==> src/rtl/serial_full_adder.sv <==
// Bit-serial WIDTH-bit adder: one full-adder cell plus a carry flop, LSB first, one bit per clock.
// Result and carry-out are registered on completion and held until the next completion or reset.
//
// state | meaning
// IDLE  | waiting for start
// RUN   | one operand bit summed per clock
// DONE  | result valid, done strobe high; start here begins a new addition
module serial_full_adder #(
  parameter int WIDTH = 8
) (
  input  logic             clk,
  input  logic             rst_n,
  input  logic             start,
  input  logic [WIDTH-1:0] a,
  input  logic [WIDTH-1:0] b,
  input  logic             cin,
  output logic             busy,
  output logic             done,
  output logic [WIDTH-1:0] sum,
  output logic             cout
);

  localparam int CW = $clog2(WIDTH);

  typedef enum logic [1:0] {
    IDLE = 2'd0,
    RUN  = 2'd1,
    DONE = 2'd2
  } state_t;

  state_t           state_q, state_d;
  logic [WIDTH-1:0] sa_q, sa_d;
  logic [WIDTH-1:0] sb_q, sb_d;
  logic [WIDTH-1:0] acc_q, acc_d;
  logic [WIDTH-1:0] sum_q, sum_d;
  logic [CW-1:0]    cnt_q, cnt_d;
  logic             c_q, c_d;
  logic             cout_q, cout_d;

  logic             bit_s;
  logic             bit_c;
  logic [WIDTH-1:0] acc_shift;

  assign bit_s     = sa_q[0] ^ sb_q[0] ^ c_q;
  assign bit_c     = (sa_q[0] & sb_q[0]) | (sa_q[0] & c_q) | (sb_q[0] & c_q);
  assign acc_shift = {bit_s, acc_q[WIDTH-1:1]};

  always_comb begin
    state_d = state_q;
    sa_d    = sa_q;
    sb_d    = sb_q;
    acc_d   = acc_q;
    sum_d   = sum_q;
    cnt_d   = cnt_q;
    c_d     = c_q;
    cout_d  = cout_q;
    unique case (state_q)
      IDLE, DONE: begin
        state_d = IDLE;
        if (start) begin
          sa_d    = a;
          sb_d    = b;
          c_d     = cin;
          cnt_d   = '0;
          state_d = RUN;
        end
      end
      RUN: begin
        sa_d  = sa_q >> 1;
        sb_d  = sb_q >> 1;
        c_d   = bit_c;
        acc_d = acc_shift;
        cnt_d = cnt_q + CW'(1);
        // last bit: the accumulator is complete including the bit being shifted in now
        if (cnt_q == CW'(WIDTH - 1)) begin
          sum_d   = acc_shift;
          cout_d  = bit_c;
          state_d = DONE;
        end
      end
      default: state_d = IDLE;
    endcase
  end

  always_ff @(posedge clk or negedge rst_n) begin
    if (!rst_n) begin
      state_q <= IDLE;
      sa_q    <= '0;
      sb_q    <= '0;
      acc_q   <= '0;
      sum_q   <= '0;
      cnt_q   <= '0;
      c_q     <= 1'b0;
      cout_q  <= 1'b0;
    end else begin
      state_q <= state_d;
      sa_q    <= sa_d;
      sb_q    <= sb_d;
      acc_q   <= acc_d;
      sum_q   <= sum_d;
      cnt_q   <= cnt_d;
      c_q     <= c_d;
      cout_q  <= cout_d;
    end
  end

  assign busy = (state_q == RUN);
  assign done = (state_q == DONE);
  assign sum  = sum_q;
  assign cout = cout_q;

endmodule

==> config.mk <==
export PLATFORM = sky130hd
export DESIGN_NAME = serial_full_adder
export DESIGN_NICKNAME = d
export VERILOG_FILES = /design/src/rtl/serial_full_adder.sv
export SDC_FILE = /design/constraint.sdc
export NUM_CORES = 1
export LEC_CHECK = 0
export ABC_CLOCK_PERIOD_IN_PS = 1500
export CORE_ASPECT_RATIO = 1.4
export CORE_MARGIN = 2
export CORE_UTILIZATION = 47
export CTS_CLUSTER_SIZE = 30
export DETAILED_ROUTE_END_ITERATION = 10
export PLACE_DENSITY = 0.75
export SLEW_MARGIN = 20
export SYNTH_ARGS = -nofsm -noshare
export SYNTH_HDL_FRONTEND = slang
export SYNTH_SLANG_ARGS = --single-unit
==> constraint.sdc <==
create_clock -name clk -period 1.5 [get_ports clk]
set_input_delay 0.3 -clock clk [delete_from_list [all_inputs] [get_ports clk]]
set_output_delay 0.3 -clock clk [all_outputs]
set_load 0.01 [all_outputs]
# Word level (Yosys, flattened, before mapping)

Cells that the tools add are included.

Register bits: 39
Latch bits: 0
Bits in writable memories: 0
Memory bits (read-only): 0
Input bits: 20
Output and inout bits: 11
Logic and storage cells: 37
Memories kept: 0

Add/subtract/negate cells: 1
Multiply operators: 0
Div/mod/pow operators: 0
Order comparisons: 0
Eq/ne operators: 5
Shift-type cells: 0
Mux-type cells: 11
Bitwise gates (word level): 7
Reduce and logical (&&, ||, !) cells: 5

Operators with widths:

| cell                | count |
|---|---|
| $pmux 8 s2          | 2 |
| $mux 8              | 2 |
| $pmux 3 s2          | 1 |
| $pmux 2 s2          | 1 |
| $reduce_and 2->1    | 2 |
| $add 3x1->3 const B | 1 |
| $and 1x1->1         | 3 |
| $eq 3x3->1 const B  | 1 |
| $mux 3              | 1 |
| $eq 2x1->1 const B  | 1 |
| $eq 2x2->1 const B  | 1 |
| $logic_not 2->1     | 1 |
| $mux 1              | 2 |
| $mux 2              | 1 |
| $ne 2x1->1 const B  | 1 |
| $ne 2x2->1 const B  | 1 |
| $or 1x1->1          | 2 |
| $pmux 1 s2          | 1 |
| $reduce_bool 2->1   | 1 |
| $reduce_or 2->1     | 1 |
| $xor 1x1->1         | 2 |

# Logic depth before layout (Yosys ltp)

Word-level depth: 4
Mapped depth: 7
Gate-level depth less buffers: 4

# Worst setup path before layout

OpenSTA, ideal clock, no wires.

Path kind: reg-to-reg
From: register cnt_q[0]
To: register cnt_q[2]
Library setup time: 0.121 ns
Arrival: 1.297 ns
Data required time: 1.379 ns
Setup slack: 0.082 ns
Stages on the path, launching flop included: 5
Path buffers: 0
Period minus slack after synthesis: 1.418 ns
Cells stage by stage: dfrtp_1 -> ha_1 -> ha_1 -> mux2_2 -> a22o_1

Longest elaborated chain between the ends: 2

RTL lines:

| what                     | line | text |
|---|---|---|
| start: declaration       | 36   | `logic [CW-1:0] cnt_q, cnt_d;` |
| start signal: assignment | 101  | `cnt_q <= cnt_d;` |
| $add 3x1->3              | 73   | `cnt_d = cnt_q + CW'(1);` |
| $pmux 3 s2               | 57   | `unique case (state_q)` |

Every way passes these cells.
A chain may end at the register's enable or synchronous reset.

# Final worst setup path

From: register sum_q[3], in the netlist sum[3]
To: output sum[3]

RTL lines:

| what                     | line | text |
|---|---|---|
| start: declaration       | 35   | `logic [WIDTH-1:0] sum_q, sum_d;` |
| start signal: assignment | 100  | `sum_q <= sum_d;` |
| end: declaration         | 19   | `output logic [WIDTH-1:0] sum,` |

No word-level cell between the ends.

==> summary.txt <==
Clocking
  – CTS H-Tree Depth: 2
  – Clock sink count: 38
  – TritonCTS clock tree: yes
  – Skew-Pair Late Insertion Delay: 0.29 ns
  – Clock slew at reported path FFs: 0.07 ns
  – Bufs on Longest Clock Path: 2
  – Cts hold-fix bufs: 0
  – Num CTS Buffers: 5
  – Root Driver: clkbuf_8

Route
  – DRT iter0 DRCs: 14
  – First-pass iteration count of the detailed router: 3
  – Vias per cell: 5.322
  – DRT antenna net count: 0
  – DRC Markers: 0
  – WL/cell: 14.50 µm
  – Drt total wl: 3466 µm
  – Via count: 1272

Critical path
  – CP startpoint: sum[3]$_DFFE_PN0P_
  – WS Path Type: reg -> out
  – Reg2reg start: cnt_q[0]$_DFFE_PN0P_
  – Required time worst endpoint: 1.20 ns
  – Delay of the slowest cell on the worst path: 0.53 ns
  – Crit path max-delay cell type: clkdlybuf4s50_1
  – Critical Path Fanout Max: 2
  – Crit start category: register
  – WP buf/inv: 1
  – Crit path max-delay family: buffers and inverters
  – Crit path cell chain: clkdlybuf4s50_1
  – CP Capture Type: output pin
  – Crit path DAT: 1.16 ns

STA
  – Setup TNS: 0 ns
  – Final Slew Violations: 0
  – Slew headroom: 82.67%
  – RSZ-0062 raised after global routing: false
  – Clk_skew: 0.004170 ns
  – Post-layout min period: 1.463 ns
  – WHS: 0.3901 ns
  – Hold Vio Cnt, Final: 0
  – Period Utilization, post-route: 97.52%
  – Worst Tran Pin Value: 0.2594 ns
  – Max Fclk: 683.6 MHz
  – Setup-failing EPs final: 0
  – Final WS setup: 0.03724 ns

Power
  – P_leak: 1.115 nW
  – Switching Fraction: 33.86%
  – Clock power frac: 17.5%
  – VDD IR max: 0.001172 V
  – Sw Pwr: 1.555 mW
  – Seq pwr share: 39.9%
  – Logic pwr share: 42.7%
  – P_int: 3.038 mW
  – Pwr Density: 1979 nW/µm²

Synth
  – Synth Warn #: 0
  – Post-synthesis cell type count: 26
  – Synth Flop Type: dfrtp_1
  – Most frequent cells after synthesis: dfrtp_1, nand2_1, nor2b_1
  – Sequential share of the synthesized area: 53.41%
  – Post-synthesis net count: 179
  – Area of the mapped netlist: 1780 µm²
  – Synthesized area per cell: 11.41 µm²
  – EDFF count, synth: 0
  – Yosys top cell by area: dfrtp_1
  – Synth top area cells: dfrtp_1, mux2_4, mux2i_1
  – Share of the synthesized area in the top cell type: 53.41%
  – Post-synth ARST share: 100.0%
  – Syn Inst Count: 156
  – #FFs+latches synth: 38
  – Cell with the most instances after synthesis: dfrtp_1

Layout
  – Layout cells sized above 1: 19.80%
  – Design area: 2321 µm²
  – Synth-to-layout area growth: 30.36%
  – Antenna cells: 0
  – Layout Nets: 219
  – Fillers: 303

Floorplanning
  – Die W: 56.02 µm
  – DIE HEIGHT: 76.83 µm
  – IO Pins: 31
  – Die area: 4303 µm²
  – FP Rows: 26
  – Core ar.: 3643 µm²
  – Initial Utilization: 48.87%

Global route
  – Initial antenna violation count: 0
  – Gr ovfl total: 0
  – First-pass GRT wire length: 6030 µm
  – Vias in the first global route: 1375
  – Largest net degree at the start of global routing: 39
  – GRT Util Overall: 17.83%

Worst hold path
  – Hold Crit Class: in -> async

Outcome
  – Status: finished, final reports clean

Placement
  – Gpl congestion: 0.7908
  – Hpwl dp: 2539 µm
  – PortBufs: 30
  – Area after DPL: 2175 µm²
  – Pre-CTS WS: -0.04045 ns

Job
  – Max Cap Violations: 0
[final timing paths]
check	depth (start not counted)	slack, ns	endpoint
worst min-delay path	2	0.39	sum[0]$_DFFE_PN0P_
min in group clk	2	0.48	acc_q[1]$_DFFE_PN0P_
max in group asynchronous	2	0.93	sum[4]$_DFFE_PN0P_
worst min register to register	2	0.48	acc_q[1]$_DFFE_PN0P_
worst max register to register	4	0.08	cnt_q[2]$_DFFE_PN0P_
worst max-delay path	1	0.04	sum[3]
[area by class of cell]
| cell class | instances | area, µm² | area share (%) |
|---|---|---|---|
| tap | 42 | 52.55 | 2.264 |
| sequential | 38 | 950.9 | 40.97 |
| inverter | 2 | 15.01 | 0.6469 |
| clock buffer | 8 | 110.1 | 4.744 |
| multi-input combinational | 104 | 750.7 | 32.34 |
| timing repair buffer | 45 | 441.7 | 19.03 |
[placed cells by master (no fill, tap or decap), drive strengths merged]
master,synthesis,final
a211oi,8,8
a21oi,8,8
a22o,4,4
buf,11,15
clkbuf,1,8
clkdlybuf4s15,0,2
clkdlybuf4s50,0,20
dfrtp,38,38
dlygate4sd2,0,1
dlymetal6s2s,0,7
fa,1,1
ha,2,2
inv,2,2
mux2,11,11
mux2i,9,9
nand2,22,22
nand2b,2,2
nand3,1,1
nor2,9,9
nor2b,10,10
nor3,7,7
o21ai,2,2
o22ai,7,7
xnor2,1,1
[cell families (layout without fill, tap and decap cells)]
| logic type | Yosys count | count (layout) | synth area share, % |
|---|---|---|---|
| adders and majority gates | 3 | 3 | 2.530 |
| xor gates and xnor gates | 1 | 1 | 0.4920 |
| and+or+nand+nor | 51 | 51 | 14.34 |
| DFF | 38 | 38 | 53.41 |
| AOI/OAI and AO/OA | 29 | 29 | 10.61 |
| muxes | 20 | 20 | 13.91 |
| buffers and inverters | 14 | 55 | 4.708 |
[per-stage QoR]
| stage | power, mW | std cells | util (%) |
|---|---|---|---|
| finish | 4.592 | 239 | 63.70 |
| global route | 4.945 | 239 | 63.70 |
| CTS | 4.634 | 237 | 62.64 |
| detailed placement | 3.843 | 229 | 59.68 |
| floorplan | 3.151 | 156 | - |
| global placement | 3.714 | 229 | 59.68 |
[power groups by stage]
stage	combinational, mW	sequential [mW]	clock (mW)
after floorplan	1.34	1.81	0
after global placement	1.89	1.83	0
after detailed placement	1.99	1.86	0
after CTS	1.97	1.84	0.821
after global routing	2.20	1.90	0.855
final	1.96	1.83	0.802
[registers in the layout, indices dropped and copies added, names as in the netlist]
| signal | count |
|---|---|
| acc_q | 7 |
| c_q | 1 |
| sb_q | 8 |
| sum | 8 |
| cout | 1 |
| sa_q | 8 |
| cnt_q | 3 |
| state_q | 2 |
[routing by layer]
layer | vias up | share of wire [%] | track usage [%]
met5 | - | 0 | 0
met4 | 0 | 1.5 | 6.905
met3 | 6 | 5.0 | 5.228
met2 | 33 | 50 | 29.76
met1 | 619 | 43 | 21.46
li1 | 614 | - | -
[repair_timing]
item / in CTS / in global routing
setup endpoints to repair: 3 / 11
gates resized for setup: 4 / 10
buffers inserted: 0 / 2
Power figures use the tool's default switching activity.
